===== config.mk =====
export PLATFORM = sky130hd
export DESIGN_NAME = match_controller
export DESIGN_NICKNAME = d
export VERILOG_FILES = /design/src/rtl/match_controller_pkg.sv /design/src/rtl/match_controller_frame_timer.sv /design/src/rtl/match_controller.sv
export SDC_FILE = /design/constraint.sdc
export NUM_CORES = 1
export LEC_CHECK = 0
export BUFFER_PORTS_ARGS = -buffer_cell sky130_fd_sc_hd__buf_4
export CAP_MARGIN = 10
export CORE_UTILIZATION = 35
export DETAILED_ROUTE_END_ITERATION = 8
export GPL_TIMING_DRIVEN = 1
export SYNTH_ARGS = -nofsm -noshare
export SYNTH_HDL_FRONTEND = slang
export SYNTH_SLANG_ARGS = --single-unit

===== constraint.sdc =====
create_clock -name clk_pixel_in -period 2 [get_ports clk_pixel_in]
set_input_delay 0.4 -clock clk_pixel_in [delete_from_list [all_inputs] [get_ports clk_pixel_in]]
set_output_delay 0.4 -clock clk_pixel_in [all_outputs]
set_load 0.02 [all_outputs]

===== src/rtl/match_controller_pkg.sv =====
// Shared types for the match controller slice.
//   phase_t      : bout phase encoding, also driven on phase_out
//   WIN_*        : winner_out codes
//   data_t       : generic byte-wide payload used across the game datapath
//   location_t   : screen coordinate pair used by the renderer side
//   sat_dec      : health decrement that sticks at zero
package match_controller_pkg;

  typedef enum logic [2:0] {
    PH_IDLE      = 3'd0,
    PH_COUNTDOWN = 3'd1,
    PH_FIGHT     = 3'd2,
    PH_FREEZE    = 3'd3,
    PH_GAME_OVER = 3'd4
  } phase_t;

  localparam logic [1:0] WIN_NONE     = 2'd0;
  localparam logic [1:0] WIN_PLAYER   = 2'd1;
  localparam logic [1:0] WIN_OPPONENT = 2'd2;
  localparam logic [1:0] WIN_DRAW     = 2'd3;

  typedef logic [7:0] data_t;

  typedef struct packed {
    logic [10:0] x;
    logic [9:0]  y;
  } location_t;

  function automatic logic [2:0] sat_dec(input logic [2:0] h);
    return (h == 3'd0) ? 3'd0 : h - 3'd1;
  endfunction

endpackage


===== src/rtl/match_controller_frame_timer.sv =====
// frame_timer: 8-bit frame-tick counter shared by COUNTDOWN and FREEZE.
//   clk_pixel_in : clock
//   rst_in       : synchronous active-high reset
//   clear        : force count back to 0 (wins over tick)
//   tick         : qualified frame tick, advances the count
//   limit        : terminal count (1..255), may change with the phase
//   done         : combinational, high on the tick that reaches limit;
//                  the counter wraps to 0 on that same tick
module frame_timer (
  input  logic       clk_pixel_in,
  input  logic       rst_in,
  input  logic       clear,
  input  logic       tick,
  input  logic [7:0] limit,
  output logic       done
);

  logic [7:0] count;

  assign done = tick && (count == limit - 8'd1);

  always_ff @(posedge clk_pixel_in) begin
    if (rst_in || clear) count <= 8'd0;
    else if (done)       count <= 8'd0;
    else if (tick)       count <= count + 8'd1;
  end

endmodule


===== src/rtl/match_controller.sv =====
// match_controller: bout sequencing for a two-fencer game.
//   clk_pixel_in        : pixel clock, rising edge
//   rst_in              : synchronous active-high reset
//   start_in            : pulse, starts a bout from IDLE or GAME_OVER
//   frame_tick_in       : pulse per video frame, the only timebase
//   result_valid_in     : qualifies player/opponent_scored_in
//   player_scored_in    : local fencer landed a touch
//   opponent_scored_in  : remote fencer landed a touch
//   fight_enable_out    : high only while in FIGHT
//   phase_out           : current phase_t
//   countdown_out       : 3/2/1 in COUNTDOWN, else 0
//   player_health_out   : local health
//   opponent_health_out : remote health
//   touch_out           : one-cycle pulse per accepted touch
//   winner_out          : WIN_* code
module match_controller
  import match_controller_pkg::*;
#(
  parameter int START_HEALTH  = 3,
  parameter int SEC_FRAMES    = 60,
  parameter int FREEZE_FRAMES = 90
) (
  input  logic       clk_pixel_in,
  input  logic       rst_in,
  input  logic       start_in,
  input  logic       frame_tick_in,
  input  logic       result_valid_in,
  input  logic       player_scored_in,
  input  logic       opponent_scored_in,
  output logic       fight_enable_out,
  output logic [2:0] phase_out,
  output logic [1:0] countdown_out,
  output logic [2:0] player_health_out,
  output logic [2:0] opponent_health_out,
  output logic       touch_out,
  output logic [1:0] winner_out
);

  localparam logic [2:0] HEALTH0 = 3'(START_HEALTH);

  phase_t     phase_q, phase_d;
  logic [1:0] cd_q, cd_d;
  logic [2:0] ph_q, ph_d, oh_q, oh_d;
  logic [1:0] win_q, win_d;
  logic       touch_q, touch_d;
  logic       fe_q;

  logic       tmr_clear, tmr_tick, tmr_done;
  logic [7:0] tmr_limit;
  logic       touch_evt;

  frame_timer u_timer (
    .clk_pixel_in (clk_pixel_in),
    .rst_in       (rst_in),
    .clear        (tmr_clear),
    .tick         (tmr_tick),
    .limit        (tmr_limit),
    .done         (tmr_done)
  );

  // Ticks only matter while timing; this also discards a tick that lands
  // on a touch, since touches are only taken in FIGHT.
  assign tmr_tick  = frame_tick_in &&
                     (phase_q == PH_COUNTDOWN || phase_q == PH_FREEZE);
  assign tmr_limit = (phase_q == PH_FREEZE) ? 8'(FREEZE_FRAMES) : 8'(SEC_FRAMES);
  assign touch_evt = result_valid_in && (player_scored_in || opponent_scored_in);

  always_comb begin
    phase_d   = phase_q;
    cd_d      = cd_q;
    ph_d      = ph_q;
    oh_d      = oh_q;
    win_d     = win_q;
    touch_d   = 1'b0;
    tmr_clear = 1'b0;
    case (phase_q)
      PH_IDLE, PH_GAME_OVER: begin
        if (start_in) begin
          ph_d      = HEALTH0;
          oh_d      = HEALTH0;
          win_d     = WIN_NONE;
          cd_d      = 2'd3;
          tmr_clear = 1'b1;
          phase_d   = PH_COUNTDOWN;
        end
      end
      PH_COUNTDOWN: begin
        if (tmr_done) begin
          if (cd_q == 2'd1) begin
            cd_d    = 2'd0;
            phase_d = PH_FIGHT;
          end else begin
            cd_d = cd_q - 2'd1;
          end
        end
      end
      PH_FIGHT: begin
        if (touch_evt) begin
          touch_d   = 1'b1;
          tmr_clear = 1'b1;
          if (player_scored_in)   oh_d = sat_dec(oh_q);
          if (opponent_scored_in) ph_d = sat_dec(ph_q);
          phase_d = PH_GAME_OVER;
          if      (ph_d == 3'd0 && oh_d == 3'd0) win_d = WIN_DRAW;
          else if (oh_d == 3'd0)                 win_d = WIN_PLAYER;
          else if (ph_d == 3'd0)                 win_d = WIN_OPPONENT;
          else                                   phase_d = PH_FREEZE;
        end
      end
      PH_FREEZE: begin
        if (tmr_done) begin
          cd_d    = 2'd3;
          phase_d = PH_COUNTDOWN;
        end
      end
      default: phase_d = PH_IDLE;
    endcase
  end

  always_ff @(posedge clk_pixel_in) begin
    if (rst_in) begin
      phase_q <= PH_IDLE;
      cd_q    <= 2'd0;
      ph_q    <= HEALTH0;
      oh_q    <= HEALTH0;
      win_q   <= WIN_NONE;
      touch_q <= 1'b0;
      fe_q    <= 1'b0;
    end else begin
      phase_q <= phase_d;
      cd_q    <= cd_d;
      ph_q    <= ph_d;
      oh_q    <= oh_d;
      win_q   <= win_d;
      touch_q <= touch_d;
      // Decoded from the next phase so it drops with the health update.
      fe_q    <= (phase_d == PH_FIGHT);
    end
  end

  assign fight_enable_out    = fe_q;
  assign phase_out           = phase_q;
  assign countdown_out       = cd_q;
  assign player_health_out   = ph_q;
  assign opponent_health_out = oh_q;
  assign touch_out           = touch_q;
  assign winner_out          = win_q;

endmodule


======== Yosys cells after proc, flatten, opt, wreduce, memory -nomap -nowiden ========
Cells that the tools add are included.
operators by class
  eq/ne operators ......................... 12
  mux-type cells .......................... 37
  bitwise logic cells ..................... 1
  reductions and logical operators ........ 20
  add/sub/neg operators ................... 5
operator list
  kind                                                                   number
  3-bit 2-to-1 mux                                                       19
  2-bit 2-to-1 mux                                                       9
  3-bit zero test                                                        5
  3-bit one-hot mux with 2 select lines                                  2
  3-bit one-hot mux with 4 select lines                                  1
  3-bit by 2-bit equality test with 1-bit output, second input constant  3
  8-bit by 1-bit adder with 8-bit output, second input constant          1
  8-bit equality test                                                    1
  2-bit inequality test, second input constant                           4
  4-bit AND reduction                                                    2
  7-bit by 1-bit subtractor with 8-bit output, second input constant     1
  7-bit 2-to-1 mux                                                       1
  2-bit one-hot mux with 3 select lines                                  1
  2-bit OR reduction                                                     3
  3-bit by 1-bit subtractor with 3-bit output, second input constant     2
  1-bit logical AND                                                      4
  4-bit inequality test, second input constant                           1
  2-bit one-hot mux with 2 select lines                                  1
  3-bit by 1-bit equality test with 1-bit output, second input constant  1
  3-bit equality test, second input constant                             1
  1-bit logical OR                                                       3
  3-bit AND reduction                                                    1
  3-bit nonzero test                                                     1
  2-bit by 1-bit equality test with 1-bit output, second input constant  1
  other kinds (5)                                                        6
storage, ports and cells
  register bits after elaboration ......... 23
  word-level logic and storage cells ...... 83

======== Logic depth before layout (Yosys ltp) ========
Gate-level depths: netlist (run 1).
  depth after elaboration ................. 12
  mapped depth ............................ 5
  gate-level depth less buffers ........... 5

======== Modules after synthesis ========
Synthesis (run 1) repeated with hierarchy kept, for this count alone.
unflattened totals
  cells, all modules ...................... 173
  area total of the unflattened synthesis .. 1458.9 um^2
by module, submodules not included
  module            area an instance (um^2)  cells each  instances
  match_controller  823.3                    99          1
  frame_timer       635.6                    74          1

======== Least setup slack after synthesis (run 1) ========
No wires, ideal clock.
  path type ............................... reg2reg
  start point ............................. register phase_q[2], in the netlist phase_out[2]
  end point ............................... register phase_q[0], in the netlist phase_out[0]
  stages on the path, launching flop included .. 5
  setup time .............................. 0.117 ns
  period minus slack after synthesis ...... 1.746 ns
  data arrival time ....................... 1.629 ns
  slack ................................... 0.254 ns
  cells stage by stage .................... dfxtp_1 nand3b_1 mux2_4 or3_4 a32o_1
on the way
  longest elaborated chain between the ends .. 7
ends and longest elaborated chain
  what                                            line                                                                    RTL
  from (decl)                                     match_controller.sv:41                                                  phase_t phase_q, phase_d;
  from (signal assigned)                          match_controller.sv:130                                                 phase_q <= phase_d;
  3-bit by 2-bit equality test with 1-bit output  match_controller.sv:64, match_controller.sv:65, match_controller.sv:76
  7-bit 2-to-1 mux                                match_controller.sv:65                                                  assign tmr_limit = (phase_q == PH_FREEZE) ? 8'(FREEZE_FRAMES) : 8'(SEC_FRAMES);
  7-bit by 1-bit subtractor with 8-bit output     match_controller_frame_timer.sv:20                                      assign done = tick && (count == limit - 8'd1);
  8-bit equality test                             match_controller_frame_timer.sv:20
  1-bit logical AND                               match_controller_frame_timer.sv:20
  3-bit 2-to-1 mux, on equally long branches      match_controller.sv:111, match_controller.sv:88
  3-bit one-hot mux with 4 select lines *         match_controller.sv:76                                                  case (phase_q)
Mark *: on every way between the ends. The rest lies on a longest branch, timed or not.
A chain may end at the register's enable or synchronous reset.

======== Worst setup path in the final report (run 1) ========
  start point ............................. register u_timer.count[1]
  end point ............................... register cd_q[0], in the netlist countdown_out[0]
on the way
  longest elaborated chain between the ends .. 4
ends and longest elaborated chain
  what                             line                                RTL
  from (decl)                      match_controller_frame_timer.sv:18  logic [7:0] count;
  from (signal assigned)           match_controller_frame_timer.sv:25  else if (tick) count <= count + 8'd1;
  8-bit equality test *            match_controller_frame_timer.sv:20
  1-bit logical AND *              match_controller_frame_timer.sv:20
  2-bit inequality test (no line)  -
  4-bit AND reduction (no line) *  -
  to (signal assigned)             match_controller.sv:123             cd_q <= 2'd0;
  to (signal assigned)             match_controller.sv:131             cd_q <= cd_d;
  to (decl)                        match_controller.sv:42              logic [1:0] cd_q, cd_d;
Marked as above.

==> results of run 1 <==
-- synth_stat cells (all sizes together) (2+ instances only) --
cell type	count	share of area, %
dfxtp	23	40
nor2	19	6.1
nand2	12	4.1
a21oi	8	3.4
nand2b	5	2.7
nand3	5	2.2
xor2	5	3.8
inv	4	1.3
o21ai	4	1.7
nand3b	3	1.9
nor3b	3	2.9
o21a	3	1.9
or2	3	1.6
a21o	2	1.4
a221oi	2	1.5
ha	2	2.2
nand4	2	1.1
nor2b	2	1.1
nor4b	2	1.5
o211ai	2	1.3
o32ai	2	1.5
or2b	2	1.3
xnor2	2	1.5
-- how the worst max path moves through the flow --
stage                     startpoint               end  slack, ns
finish              u_timer.count[1]  countdown_out[0]       0.15
CTS                 u_timer.count[1]  countdown_out[0]       0.20
floorplan               phase_out[2]      phase_out[0]       0.25
global placement    u_timer.count[1]  u_timer.count[2]       0.27
detailed placement  u_timer.count[1]  u_timer.count[3]       0.21
global route            phase_out[2]  u_timer.count[3]       0.03
-- power by group --
part | switching, mW | internal (mW)
clock | 0.138 | 0.0780
combinational | 0.0502 | 0.0426
sequential | 0.00889 | 0.464
total | 0.197 | 0.585
-- cell families (layout without fill, tap and decap cells) --
group	after synthesis	after routing	synth area share (%)
AOI/OAI and AO/OA	28	28	16.1
xor gates and xnor gates	7	7	5.27
adders and majority gates	2	2	2.15
buffers and inverters	5	33	1.61
DFF	23	23	39.6
muxes	2	2	2.15
and+or+nand+nor	67	67	33.0
-- layout make-up --
class / count / area [um^2]
fillers: 346 / 1680
flip-flops and latches: 23 / 460
well taps: 44 / 55.1
repair buffers: 25 / 188
clock buffers: 4 / 26.3
multi-input cells: 106 / 683
inverters: 4 / 15.0
-- flip-flops by register name, indices dropped and copies added, names as in the netlist --
name	flops
phase_out	3
u_timer.count	8
fight_enable_out	1
countdown_out	2
player_health_out	3
winner_out	2
opponent_health_out	3
touch_out	1
-- layer usage --
layer	vias up	track usage (%)	share of wire [%]
li1	535	-	-
met3	5	2.18	4.4
met4	0	8.64	1.9
met5	-	0	0
met2	24	23.6	42
met1	480	23.7	51
-- worst max-delay path, cell delays in order (launching register included) --
cell                       delay [ns]
sky130_fd_sc_hd__dfxtp_1         0.39
sky130_fd_sc_hd__or3b_1          0.42
sky130_fd_sc_hd__mux2_4          0.30
sky130_fd_sc_hd__nor4b_1         0.44
sky130_fd_sc_hd__a221oi_1        0.17
-- metrics by stage --
stage	cells	hold WS (ns)
final	206	0.368
after floorplan	134	0.480
after CTS	206	0.358
after global placement	202	0.464
after detailed placement	202	0.467
after global routing	206	0.363
-- placed cells by master, fill, tap and decap left out, types with 3 or more instances in the layout --
master                      n
sky130_fd_sc_hd__nand3b_1   3
sky130_fd_sc_hd__a21oi_1    8
sky130_fd_sc_hd__nand2_1   11
sky130_fd_sc_hd__nand2b_1   5
sky130_fd_sc_hd__xor2_1     5
sky130_fd_sc_hd__dfxtp_1   23
sky130_fd_sc_hd__buf_4     25
sky130_fd_sc_hd__inv_1      4
sky130_fd_sc_hd__nand3_1    5
sky130_fd_sc_hd__o21ai_0    4
sky130_fd_sc_hd__nor2_1    19
sky130_fd_sc_hd__o21a_1     3
sky130_fd_sc_hd__clkbuf_4   3
==> parameters.txt, run 1 <==
Parameter                              Value

Logic synthesis
  Distinct cells, synth    44
  Seq/Total Area, Yosys    39.6%
  Syn Nets    143
  Synthesized area divided by synthesized cell count    8.67 um^2
  Yosys warning count    0
  Post-synth EDFFs    0
  Main synth FF type    sky130_fd_sc_hd__dfxtp_1
  Seq cells post-synth    23
  Netlist area before placement    1160 um^2
  Post-synthesis cell count    134
  Share of flip-flops with an asynchronous set or reset after synthesis    0%

Worst setup path
  Worst setup slack for register-to-register paths    0.15 ns
  Arrival time at the worst endpoint    2.03 ns
  Worst reg2reg path depth    4
  Setup crit end kind    register
  Critical Path Source Type    register
  Critical path type    register to register
  Startpoint of the lowest-slack register-to-register path    u_timer.count[1]
  End of the worst register-to-register path    countdown_out[0]
  Critical path fanouts, max    7
  CP Data Required Time    2.18 ns

Global route
  Initial antenna violation count    0
  Pin count of the biggest net entering global routing    17
  Global-route usage over all layers    16.4%
  Number of global-route vias before repair    995
  Leftover overflow at the end of global routing    0
  Wire length of the first global-routing pass    4400 um

Final layout
  Antenna diodes    0
  Final net count    172
  Final standard cell utilization of the core    46.0%
  Fraction of final layout cells sized beyond drive strength 1    21.6%
  Area grow syn2layout    22.8%
  Cell area after layout    1430 um^2

Detailed routing
  Vias per cell    5.07
  Remaining antenna violation count after routing    0
  DRC violation total after the first TritonRoute iteration    36
  Pre-Repair DR Iteration Count    4
  Via Count    1,044
  Residual DRC    0
  Total length of routed wires    2580 um
  Routed length per placed instance    12.5 um

Place
  Final HPWL DP    1870 um
  Post-placement worst setup slack    0.209 ns
  Quantity of I/O buffers inserted on ports    21
  Post-place instance area    1400 um^2
  Final Wtd Congestion    0.760

STA
  Fin. Hold Viols    0
  Final setup slack of the worst path    0.151 ns
  Transition time at the pin with the least slew margin    0.568 ns
  Worst slew margin relative to its limit    61.9%
  Final setup violating endpoints    0
  Clk_skew    0.00312 ns
  Setup_tns    0 ns
  Maximum clock frequency    0.541 GHz
  Unrepaired setup endpoints after global routing    false
  Min Clock Period, post-route    1.85 ns
  Tcrit/Tclk final    92.5%
  Number of pins with negative max-slew slack in the final report    0

Run status
  Run status    complete, no violations

Clock tree
  Clock Pin Slew Worst Setup and Hold Paths    0.12 ns
  Post-CTS Resized    0
  H-Tree Depth    1
  CTS root buffer    sky130_fd_sc_hd__clkbuf_4
  Maximum number of buffers from clock root to sink    2
  TritonCTS clock tree    built
  Clock latency on the worst-skew pair    0.31 ns
  Post-CTS repair timing setup buffer count    0
  Quantity of hold-fixing buffers added after cts    0
  Number of CTS-inserted buffers    3
  Clock sink total    23

Die
  Num ports    22
  Starting utilization of the core area    37.5%
  Vertical die dimension    59.6 um
  Overall die width    59.6 um
  Floorplan core area    3100 um^2
  Die area    3560 um^2
  Std cell rows    20

Job
  Number of max-cap violations    0

Power and ir drop
  Post-layout total power    782 uW
  Worst IR drop on VDD    191 uV
  Power per standard cell area    548 nW/um^2
  Static leakage    0.573 nW

Hold path
  Hold Crit Endpoint    u_timer.count[1]
  WHS Path Cells    3
  Type of the most critical hold path    primary input to register
  Worst min-delay path startpoint    frame_tick_in
Power figures use the tool's default switching activity.
==> run 2, diff against run 1 <==
==> constraint.sdc (replaced) <==
create_clock -name clk_pixel_in -period 2 [get_ports clk_pixel_in]
set_input_delay 0.3 -clock clk_pixel_in [delete_from_list [all_inputs] [get_ports clk_pixel_in]]
set_output_delay 0.3 -clock clk_pixel_in [all_outputs]
set_load 0.02 [all_outputs]
==> parameters.txt, run 2 (synthesis gave the netlist of run 1 again) <==
Parameter                              Value

Power and ir drop
  Net switching component of the power    202 uW
  Clk pwr share    27.9%
  Worst IR drop on VDD    242 uV
  Internal cell power    582 uW
  Power per standard cell area    549 nW/um^2
  Switching share of total power    25.8%
  Static leakage    0.576 nW
  Share of total power in combinational logic    11.7%
  Sequential group share of total power    60.4%

Worst setup path
  Max incr delay on CP    0.42 ns
  Critical path fanouts, max    7
  Setup crit end kind    register
  Number of buffer and inverter stages on the critical path    0
  Chain of cells forming the critical path    or3b_1 > mux2_4 > nor4b_1 > a221oi_1
  Crit path max-delay cell type    sky130_fd_sc_hd__nor4b_1
  Critical Path Source Type    register
  Delay-heaviest family, CP    simple AND/OR/NAND/NOR gates
  Arrival time at the worst endpoint    1.99 ns
  Critical path type    register to register
  CP Data Required Time    2.19 ns

Detailed routing
  Residual DRC    0
  Remaining antenna violation count after routing    0
  Total length of routed wires    2560 um
  Routed length per placed instance    12.4 um
  DRC violation total after the first TritonRoute iteration    26
  Via Count    1,022
  Pre-Repair DR Iteration Count    4
  Vias per cell    4.96

STA
  Maximum clock frequency    0.557 GHz
  Worst hold slack    0.275 ns
  Number of pins with negative max-slew slack in the final report    0
  Worst slew margin relative to its limit    63.7%
  Transition time at the pin with the least slew margin    0.541 ns
  Final setup violating endpoints    0
  Unrepaired setup endpoints after global routing    false
  Clk_skew    0.00690 ns
  Setup_tns    0 ns
  Fin. Hold Viols    0
  Tcrit/Tclk final    89.8%
  Min Clock Period, post-route    1.80 ns

Clock tree
  Post-CTS repair timing setup buffer count    0
  Maximum number of buffers from clock root to sink    2
  Quantity of hold-fixing buffers added after cts    0
  TritonCTS clock tree    built
  Post-CTS Resized    0
  Clock latency on the worst-skew pair    0.31 ns
  Clock sink total    23
  CTS root buffer    sky130_fd_sc_hd__clkbuf_4
  Number of CTS-inserted buffers    3
  Clock Pin Slew Worst Setup and Hold Paths    0.13 ns
  H-Tree Depth    1

Die
  Vertical die dimension    59.6 um
  Floorplan core area    3100 um^2
  Die area    3560 um^2
  Std cell rows    20
  Overall die width    59.6 um
  Starting utilization of the core area    37.5%
  Num ports    22

Final layout
  Register ranked first by flip-flop count    u_timer.count
  Final net count    172
  Fraction of final layout cells sized beyond drive strength 1    22.2%
  Final standard cell utilization of the core    46.0%
  Antenna diodes    0
  Max reg flops    8
  Area grow syn2layout    22.9%
  Most common library cell in the layout ignoring fill and taps    sky130_fd_sc_hd__buf_4
  Top library cells by usage in the layout, fill and taps aside    25 x sky130_fd_sc_hd__buf_4, 23 x sky130_fd_sc_hd__dfxtp_1, 19 x sky130_fd_sc_hd__nor2_1, 11 x sky130_fd_sc_hd__nand2_1, 8 x sky130_fd_sc_hd__a21oi_1
  Count of fill cells added during filler insertion    341
  Cell area after layout    1430 um^2

Global route
  Pin count of the biggest net entering global routing    17
  Initial antenna violation count    0
  Global-route usage over all layers    15.5%
  Wire length of the first global-routing pass    4100 um
  Leftover overflow at the end of global routing    0
  Number of global-route vias before repair    879

Place
  Quantity of I/O buffers inserted on ports    21
  Final HPWL DP    1870 um
  Final Wtd Congestion    0.779
  Post-place instance area    1400 um^2

Run status
  Run status    complete, no violations

Job
  Number of max-cap violations    0

Hold path
  Type of the most critical hold path    primary input to register
-- run 2: cell count changes in the layout (fill, tap and decap cells not counted), sizes merged --
cell	before	now
clkbuf	4	3
clkinv	0	1
-- run 2: worst paths after layout --
| kind | startpoint | to | slack (ns) | cells after the start |
|---|---|---|---|---|
| max | u_timer.count[1] | countdown_out[0] | 0.20 | 4 |
| min | frame_tick_in | u_timer.count[1] | 0.28 | 3 |
| max reg2reg | u_timer.count[1] | countdown_out[0] | 0.20 | 4 |
| min reg2reg | winner_out[0] | winner_out[0] | 0.48 | 2 |
-- run 2: cell type report --
| cell class | count | area, um^2 | share of cell area (%) |
|---|---|---|---|
| Sequential cell | 23 | 460 | 32.2 |
| Clock inverter | 1 | 5.00 | 0.350 |
| Inverter | 4 | 15.0 | 1.05 |
| Timing Repair Buffer | 25 | 188 | 13.1 |
| Clock buffer | 3 | 22.5 | 1.58 |
| Tap cell | 44 | 55.1 | 3.85 |
| Multi-Input combinational cell | 106 | 683 | 47.8 |
-- run 2: power by group through the flow --
stage	sequential (mW)	clock, mW	combinational [mW]
5_1_grt	0.475	0.253	0.100
3_5_place_dp	0.483	0	0.0916
3_3_place_gp	0.483	0	0.0903
4_1_cts	0.474	0.232	0.0923
6_report	0.474	0.219	0.0919
2_1_floorplan	0.488	0	0.0447
-- run 2: metrics by stage --
stage / setup WS [ns] / total power [mW] / instances
2_1_floorplan: 0.254 / 0.533 / 134
3_3_place_gp: 0.278 / 0.573 / 202
3_5_place_dp: 0.211 / 0.575 / 202
4_1_cts: 0.188 / 0.797 / 206
5_1_grt: 0.0300 / 0.828 / 206
6_report: 0.204 / 0.784 / 206
-- run 2: layer usage --
layer	up-vias	GRT usage (%)	wire (um)
li1	539	-	-
met1	459	23.1	1380
met2	20	21.5	1050
met3	4	2.62	93
met4	0	6.98	35
met5	-	0	0
-- run 2: worst register-to-register path, cell delays in order, from the launching register on --
cell,delay [ns]
sky130_fd_sc_hd__dfxtp_1,0.39
sky130_fd_sc_hd__or3b_1,0.41
sky130_fd_sc_hd__mux2_4,0.30
sky130_fd_sc_hd__nor4b_1,0.42
sky130_fd_sc_hd__a221oi_1,0.16
==> run 3, diff against run 2 <==
--- a/config.mk
+++ b/config.mk
@@ -5,7 +5,7 @@
 export SDC_FILE = /design/constraint.sdc
 export NUM_CORES = 1
 export LEC_CHECK = 0
-export BUFFER_PORTS_ARGS = -buffer_cell sky130_fd_sc_hd__buf_4
+export BUFFER_PORTS_ARGS = -buffer_cell sky130_fd_sc_hd__buf_2
 export CAP_MARGIN = 10
 export CORE_UTILIZATION = 35
 export DETAILED_ROUTE_END_ITERATION = 8
==> parameters.txt, run 3 (synthesis gave the netlist of run 1 again) <==
Parameter                              Value

STA
  Number of pins with negative max-slew slack in the final report    0
  Fin. Hold Viols    0
  Worst hold slack    0.270 ns
  Setup_tns    0 ns
  Transition time at the pin with the least slew margin    0.569 ns
  Final setup slack of the worst path    0.147 ns
  Unrepaired setup endpoints after global routing    true
  Clk_skew    0.00539 ns
  Maximum clock frequency    0.540 GHz
  Final setup violating endpoints    0
  Min Clock Period, post-route    1.85 ns
  Tcrit/Tclk final    92.6%
  Worst slew margin relative to its limit    61.9%

Clock tree
  Clock Pin Slew Worst Setup and Hold Paths    0.13 ns
  Clock latency on the worst-skew pair    0.31 ns
  Number of CTS-inserted buffers    3
  Clock sink total    23
  Post-CTS Resized    0
  Quantity of hold-fixing buffers added after cts    0
  Maximum number of buffers from clock root to sink    2
  Post-CTS repair timing setup buffer count    0
  H-Tree Depth    1
  CTS root buffer    sky130_fd_sc_hd__clkbuf_4
  TritonCTS clock tree    built

Global route
  Wire length of the first global-routing pass    4350 um
  Pin count of the biggest net entering global routing    17
  Leftover overflow at the end of global routing    0
  Initial antenna violation count    0
  Global-route usage over all layers    16.3%
  Number of global-route vias before repair    947

Worst setup path
  Critical path type    register to register
  Critical Path Source Type    register
  Critical path fanouts, max    7
  Arrival time at the worst endpoint    2.05 ns
  CP Data Required Time    2.20 ns
  Setup crit end kind    register

Detailed routing
  Via Count    1,036
  Vias per cell    5.03
  Residual DRC    0
  Remaining antenna violation count after routing    0
  Total length of routed wires    2650 um
  Routed length per placed instance    12.9 um
  DRC violation total after the first TritonRoute iteration    42
  Pre-Repair DR Iteration Count    4

Power and ir drop
  Static leakage    0.561 nW
  Worst IR drop on VDD    199 uV
  Power per standard cell area    565 nW/um^2

Final layout
  Fraction of final layout cells sized beyond drive strength 1    22.2%
  Top library cells by usage in the layout, fill and taps aside    23 x sky130_fd_sc_hd__dfxtp_1, 21 x sky130_fd_sc_hd__buf_2, 19 x sky130_fd_sc_hd__nor2_1, 11 x sky130_fd_sc_hd__nand2_1, 8 x sky130_fd_sc_hd__a21oi_1
  Cell area after layout    1380 um^2
  Register ranked first by flip-flop count    u_timer.count
  Final net count    172
  Area grow syn2layout    18.8%
  Final standard cell utilization of the core    44.5%
  Most common library cell in the layout ignoring fill and taps    sky130_fd_sc_hd__dfxtp_1
  Antenna diodes    0
  Max reg flops    8

Die
  Overall die width    59.6 um
  Starting utilization of the core area    37.5%
  Vertical die dimension    59.6 um
  Floorplan core area    3100 um^2
  Die area    3560 um^2
  Num ports    22
  Std cell rows    20

Place
  Final Wtd Congestion    0.795
  Final HPWL DP    1890 um
  Post-place instance area    1350 um^2
  Quantity of I/O buffers inserted on ports    21
  Post-placement worst setup slack    0.211 ns

Run status
  Run status    complete, no violations

Job
  Number of max-cap violations    0

Hold path
  Type of the most critical hold path    primary input to register
run 3: cell types whose count changed in the layout (fill, tap and decap cells not counted), sizes merged:
cell    previous run  this run
clkbuf             3         4
clkinv             1         0
run 3: metrics by stage:
stage	instances	power, mW
6_report	206	0.781
5_1_grt	206	0.814
4_1_cts	206	0.786
3_5_place_dp	202	0.568
3_3_place_gp	202	0.567
2_1_floorplan	134	0.533
run 3: routing by layer:
metal / part of all wire (%) / vias to the layer above / track usage [%] / wire length (um)
met1: 53 / 469 / 24.4 / 1400
met2: 42 / 23 / 23.9 / 1120
li1: - / 540 / - / -
met5: 0 / - / 0 / 0
met3: 3.5 / 4 / 2.62 / 94
met4: 1.5 / 0 / 4.98 / 39
run 3: area by class of cell:
cell class | instances | area, um^2
fill | 338 | 1720
sequential | 23 | 460
clock buffer | 4 | 26.3
tap | 44 | 55.1
inverter | 4 | 15.0
timing repair buffer | 25 | 135
multi-input combinational | 106 | 689
run 3: worst paths after layout:
path,endpoint,start,cells after the start,slack (ns)
min,u_timer.count[1],frame_tick_in,3,0.27
min reg2reg,winner_out[1],winner_out[1],2,0.48
max,u_timer.count[2],u_timer.count[1],4,0.15
max reg2reg,u_timer.count[2],u_timer.count[1],4,0.15
run 3: power breakdown:
part           switching [mW]  internal (mW)  leakage, nW
clock                   0.144         0.0779       0.0150
combinational          0.0489         0.0366        0.360
sequential            0.00892          0.465        0.186
run 3: worst max-delay path, stage by stage, from the launching register on:
cell and delay [ns]:
sky130_fd_sc_hd__dfxtp_1 0.40, sky130_fd_sc_hd__or3b_1 0.43, sky130_fd_sc_hd__mux2_4 0.31, sky130_fd_sc_hd__o211ai_1 0.48, sky130_fd_sc_hd__nor2_1 0.11
